==> src/rtl/pipe_stage.sv <==
// Elastic valid/ready pipeline stage with synchronous flush and an optional two-entry skid buffer.
// Define PIPE_STAGE_PERF_EN to add the saturating stall_cnt/bubble_cnt performance counters.
module pipe_stage #(
   parameter int DATA_W = 32,
   parameter int SKID   = 1,
   parameter int CNT_W  = 16
) (
   input  logic              clk,
   input  logic              reset,
   input  logic              in_valid,
   output logic              in_ready,
   input  logic [DATA_W-1:0] in_data,
   output logic              out_valid,
   input  logic              out_ready,
   output logic [DATA_W-1:0] out_data,
   input  logic              flush
`ifdef PIPE_STAGE_PERF_EN
   ,
   output logic [CNT_W-1:0]  stall_cnt,
   output logic [CNT_W-1:0]  bubble_cnt
`endif
);

   localparam logic SKID_EN = (SKID != 32'sd0);

   typedef enum logic [1:0] {
      ST_EMPTY = 2'b00,
      ST_ONE   = 2'b10,
      ST_FULL  = 2'b11
   } st_e;

   logic              r_main_valid;
   logic              r_skid_valid;
   logic [DATA_W-1:0] r_main_data;
   logic [DATA_W-1:0] r_skid_data;

   logic              w_main_valid_n;
   logic              w_skid_valid_n;
   logic [DATA_W-1:0] w_main_data_n;
   logic [DATA_W-1:0] w_skid_data_n;
   logic              w_in_fire;
   logic              w_out_fire;
   st_e               w_state;

   // With the skid buffer in_ready is a pure flop output; without it, out_ready frees the slot in the same cycle.
   assign in_ready   = SKID_EN ? !r_skid_valid : (!r_main_valid || out_ready);
   assign out_valid  = r_main_valid;
   assign out_data   = r_main_data;
   assign w_in_fire  = in_valid && in_ready;
   assign w_out_fire = r_main_valid && out_ready;
   assign w_state    = st_e'({r_main_valid, r_skid_valid});

   // Next-state and next-data for the main and skid entries; flush overrides all handshake activity.
   always_comb begin
      w_main_valid_n = r_main_valid;
      w_skid_valid_n = r_skid_valid;
      w_main_data_n  = r_main_data;
      w_skid_data_n  = r_skid_data;
      if (flush) begin
         w_main_valid_n = 1'b0;
         w_skid_valid_n = 1'b0;
      end else if (SKID_EN) begin
         case (w_state)
            ST_EMPTY: begin
               if (w_in_fire) begin
                  w_main_valid_n = 1'b1;
                  w_main_data_n  = in_data;
               end else begin
                  w_main_valid_n = 1'b0;
               end
            end
            ST_ONE: begin
               if (w_in_fire && w_out_fire) begin
                  w_main_data_n = in_data;
               end else if (w_in_fire) begin
                  w_skid_valid_n = 1'b1;
                  w_skid_data_n  = in_data;
               end else if (w_out_fire) begin
                  w_main_valid_n = 1'b0;
               end else begin
                  w_main_valid_n = 1'b1;
               end
            end
            ST_FULL: begin
               if (w_out_fire) begin
                  w_main_data_n  = r_skid_data;
                  w_skid_valid_n = 1'b0;
               end else begin
                  w_skid_valid_n = 1'b1;
               end
            end
            default: begin
               w_main_valid_n = 1'b0;
               w_skid_valid_n = 1'b0;
            end
         endcase
      end else begin
         w_skid_valid_n = 1'b0;
         if (w_in_fire) begin
            w_main_valid_n = 1'b1;
            w_main_data_n  = in_data;
         end else if (w_out_fire) begin
            w_main_valid_n = 1'b0;
         end else begin
            w_main_valid_n = r_main_valid;
         end
      end
   end

   // Storage registers; flush only drops the valid bits, reset clears data too.
   always_ff @(posedge clk or negedge reset) begin
      if (!reset) begin
         r_main_valid <= 1'b0;
         r_skid_valid <= 1'b0;
         r_main_data  <= '0;
         r_skid_data  <= '0;
      end else begin
         r_main_valid <= w_main_valid_n;
         r_skid_valid <= w_skid_valid_n;
         r_main_data  <= w_main_data_n;
         r_skid_data  <= w_skid_data_n;
      end
   end

`ifdef PIPE_STAGE_PERF_EN
   logic [CNT_W-1:0] r_stall_cnt;
   logic [CNT_W-1:0] r_bubble_cnt;

   assign stall_cnt  = r_stall_cnt;
   assign bubble_cnt = r_bubble_cnt;

   // Saturating stall/bubble counters; only reset clears them.
   always_ff @(posedge clk or negedge reset) begin
      if (!reset) begin
         r_stall_cnt  <= '0;
         r_bubble_cnt <= '0;
      end else begin
         if (r_main_valid && !out_ready && (r_stall_cnt != {CNT_W{1'b1}})) begin
            r_stall_cnt <= r_stall_cnt + CNT_W'(1'b1);
         end else begin
            r_stall_cnt <= r_stall_cnt;
         end
         if (!r_main_valid && (r_bubble_cnt != {CNT_W{1'b1}})) begin
            r_bubble_cnt <= r_bubble_cnt + CNT_W'(1'b1);
         end else begin
            r_bubble_cnt <= r_bubble_cnt;
         end
      end
   end
`endif

endmodule
==> config.mk <==
export PLATFORM = sky130hd
export DESIGN_NAME = pipe_stage
export DESIGN_NICKNAME = d
export VERILOG_FILES = /design/src/rtl/pipe_stage.sv
export SDC_FILE = /design/constraint.sdc
export NUM_CORES = 1
export LEC_CHECK = 0
export BUFFER_PORTS_ARGS = -buffer_cell sky130_fd_sc_hd__buf_4
export CAP_MARGIN = 5
export CORE_MARGIN = 2
export CORE_UTILIZATION = 59
export CTS_BUF_LIST = sky130_fd_sc_hd__clkbuf_4
export DETAILED_ROUTE_END_ITERATION = 12
export PLACE_DENSITY = 0.87
export RECOVER_POWER = 100
export SLEW_MARGIN = 10
export SYNTH_ARGS = -nofsm -noshare
export SYNTH_HDL_FRONTEND = slang
export SYNTH_SLANG_ARGS = --single-unit
==> constraint.sdc <==
create_clock -name clk -period 5.5 [get_ports clk]
set_clock_uncertainty 0.05 [all_clocks]
set_input_delay 0.825 -clock clk [delete_from_list [all_inputs] [get_ports clk]]
set_output_delay 0.825 -clock clk [all_outputs]
set_load 0.005 [all_outputs]
==> results.py <==
metrics = {
    "power": {
        "seq_power_share_pct": 54.3,
        "power_density_nw_per_um2": 334,
        "comb_power_share_pct": 19.5,
        "p_sw_share_pct": 24.2,
        "switching_power_mw": 0.285,
        "power_frac_clock_pct": 26.2,
        "leakage_nw": 1.63,
        "peakVddDrop_mv": 0.220,
        "internal_power_mw": 0.896,
    },
    "clocking": {
        "cts_tree": "done",
        "max-clock-path-buffers": 2,
        "cts_resized": 0,
        "postCtsHoldBufs": 0,
        "cts.sinks": 66,
        "insertion_delay_ns": 0.40,
        "cts_buffers": 9,
        "h-tree-depth": 3,
        "cts.clk_slew.worst_paths_ns": 0.10,
        "postCtsSetupBuffers": 0,
        "root_buffer": "clkbuf_4",
    },
    "synthesis": {
        "synthesis.instances": 183,
        "ys_ff_latch": 66,
        "synth_cell_type_count": 14,
        "yosysWarnings": 0,
        "avgSynthCellArea_um2": 15.8,
        "ys_seq_area_share_pct": 57.2,
        "syn_nets": 220,
        "syn_area_um2": 2890,
    },
    "layout": {
        "area.sequential_um2": 1650,
        "drive_above_1_share_pct": 66.9,
        "multi_input_area_um2": 1140,
        "final_nets": 295,
        "diodes": 0,
        "area_growth_pct": 22.5,
        "final_util_pct": 74.9,
        "fillers": 338,
    },
    "floorplan": {
        "initial_core_util_pct": 61.2,
        "die_h_um": 74.0,
        "core_um2": 4720,
        "die_area_um2": 5470,
        "num_rows": 25,
        "die_width_um": 74.0,
        "pin_count": 71,
    },
    "grt": {
        "track_usage_pct": 20.9,
        "overflow": 0,
        "grt_max_degree": 67,
        "antenna_found_initial": 0,
        "grt_pass1_wl_um": 8330,
        "grt_pass1_vias": 1863,
    },
    "critical_path": {
        "cp.arrival_ns": 3.25,
        "worstSetupStartpointType": "input pin",
        "slowest_stage": "clkbuf_1",
        "path_class": "input pin to flop",
        "end_kind": "flop",
        "critPathRequiredTime_ns": 5.74,
        "crit_chain": "clkbuf_1 > nor2_1 > a2111oi_0 > clkbuf_1 > mux2_2",
        "cp_num_buf_inv": 2,
        "crit_path_max_fanout": 32,
        "crit_family": "buffers and inverters",
        "cp_common_cell": "clkbuf_1",
        "slowest_delay_ns": 1.35,
    },
    "detailed_routing": {
        "wirelength_um": 5080,
        "drt_iter0_markers": 43,
        "wire_per_inst_um": 15.4,
        "viasPerCell": 5.26,
        "num_vias": 1737,
        "drc": 0,
        "drt_first_pass_iters": 4,
        "antenna_left": 0,
    },
    "outcome": {
        "violations": "max-capacitance violations, max-slew violations",
        "outcome": "finished with violations",
    },
    "sta": {
        "fin_crit_sh_pct": 54.8,
        "rsz0062_at_grt": "false",
        "slew_headroom_pct": -21.3,
        "period_needed_ns": 3.01,
        "drv_slew": 33,
        "tns_ns": 0,
        "setup_violations": 0,
        "hold_viol_final": 0,
        "worst_pin_slew_ns": 1.82,
        "timing.hold.ws_ns": 0.442,
        "fmax_mhz": 332,
    },
    "placed_design": {
        "dpl.hpwl_um": 3470,
        "io_buffers": 70,
        "gp_congestion": 0.916,
    },
    "flow_run": {
        "maxCapViolations": 1,
    },
    "worst_hold_path": {
        "holdCritPathClass": "input pin to async pin",
    },
}
## metrics by stage
stage	instances	total power, mW	cell area [µm²]	worst slack, ns
3_3_place_gp	314	0.884	3460	2.77
2_1_floorplan	183	0.767	2890	3.43
3_5_place_dp	314	0.899	3460	2.75
4_1_cts	330	1.21	3590	3.20
5_1_grt	330	1.25	3540	2.26
6_report	330	1.18	3540	2.49
## power by group through the flow
stage | Combinational [mW] | Sequential, mW | Clock, mW
after floorplan | 0.123 | 0.644 | 0
after global placement | 0.234 | 0.649 | 0
after detailed placement | 0.245 | 0.654 | 0
after CTS | 0.245 | 0.644 | 0.320
after global routing | 0.254 | 0.656 | 0.339
final | 0.230 | 0.641 | 0.310
## sequential cells by signal, summed over array words and instances, names as in the netlist
register      cells
r_skid_data      32
out_data         32
out_valid         1
r_skid_valid      1
## layer usage
metal / wire length, µm / up-vias / track usage (%)
met3: 286 / 11 / 8.13
met4: 91 / 0 / 8.08
li1: - / 807 / -
met1: 2110 / 869 / 23.6
met5: 0 / - / 0
met2: 2600 / 50 / 35.9
## layout make-up
cell class / instances / area share, %
Clock buffer: 12 / 2.55
Clock inverter: 4 / 1.20
Inverter: 2 / 0.212
Multi-Input combinational cell: 106 / 32.1
Sequential cell: 66 / 46.7
Tap cell: 67 / 2.37
Timing Repair Buffer: 73 / 14.9
## kinds of logic (layout without fill, tap and decap cells)
| family | count (synthesis) | in the layout | synth area share [%] |
|---|---|---|---|
| buffers and inverters | 11 | 91 | 2.47 |
| AND/OR/NAND/NOR | 7 | 7 | 1.39 |
| flip-flops | 66 | 66 | 57.2 |
| AO/OA/AOI/OAI | 3 | 3 | 1.30 |
| multiplexers | 96 | 96 | 37.7 |
## worst paths after layout
check	start	endpoint	slack, ns	depth (start not counted)
worst max-delay path	in_valid	out_data[27]	2.49	5
worst min register to register	out_data[29]	out_data[29]	0.45	1
min in group clk	out_data[29]	out_data[29]	0.45	1
worst max register to register	r_skid_valid	out_data[27]	2.50	4
max in group asynchronous	reset	out_data[23]	4.43	1
worst min-delay path	reset	r_skid_data[10]	0.44	1
## synthesized netlist by cell type
cell,instances,area [µm²]
mux2_2,94,1060
dfrtp_1,66,1650
buf_2,6,30.0
buf_6,3,33.8
inv_1,2,7.51
mux2_4,2,30.0
nand2_1,2,7.51
nor2_1,2,7.51
a2111oi_4,1,27.5
a21oi_1,1,5.00
and3b_2,1,10.0
nand4_1,1,6.26
nor2b_2,1,8.76
o21ai_0,1,5.00
## placed cells by master, fill, tap and decap left out
master | Yosys | final
a2111oi_0 | 0 | 1
a21oi_1 | 1 | 1
and3b_2 | 1 | 1
buf_4 | 0 | 34
bufinv_16 | 0 | 1
clkbuf_1 | 0 | 6
clkbuf_4 | 0 | 45
clkinv_1 | 0 | 2
clkinv_2 | 0 | 1
dfrtp_1 | 66 | 66
inv_1 | 2 | 2
mux2_1 | 0 | 2
mux2_2 | 94 | 94
nand2_1 | 2 | 2
nand4_1 | 1 | 1
nor2_1 | 2 | 2
nor2b_1 | 0 | 1
o21ai_0 | 1 | 1
(Power assumes the default switching activity.)
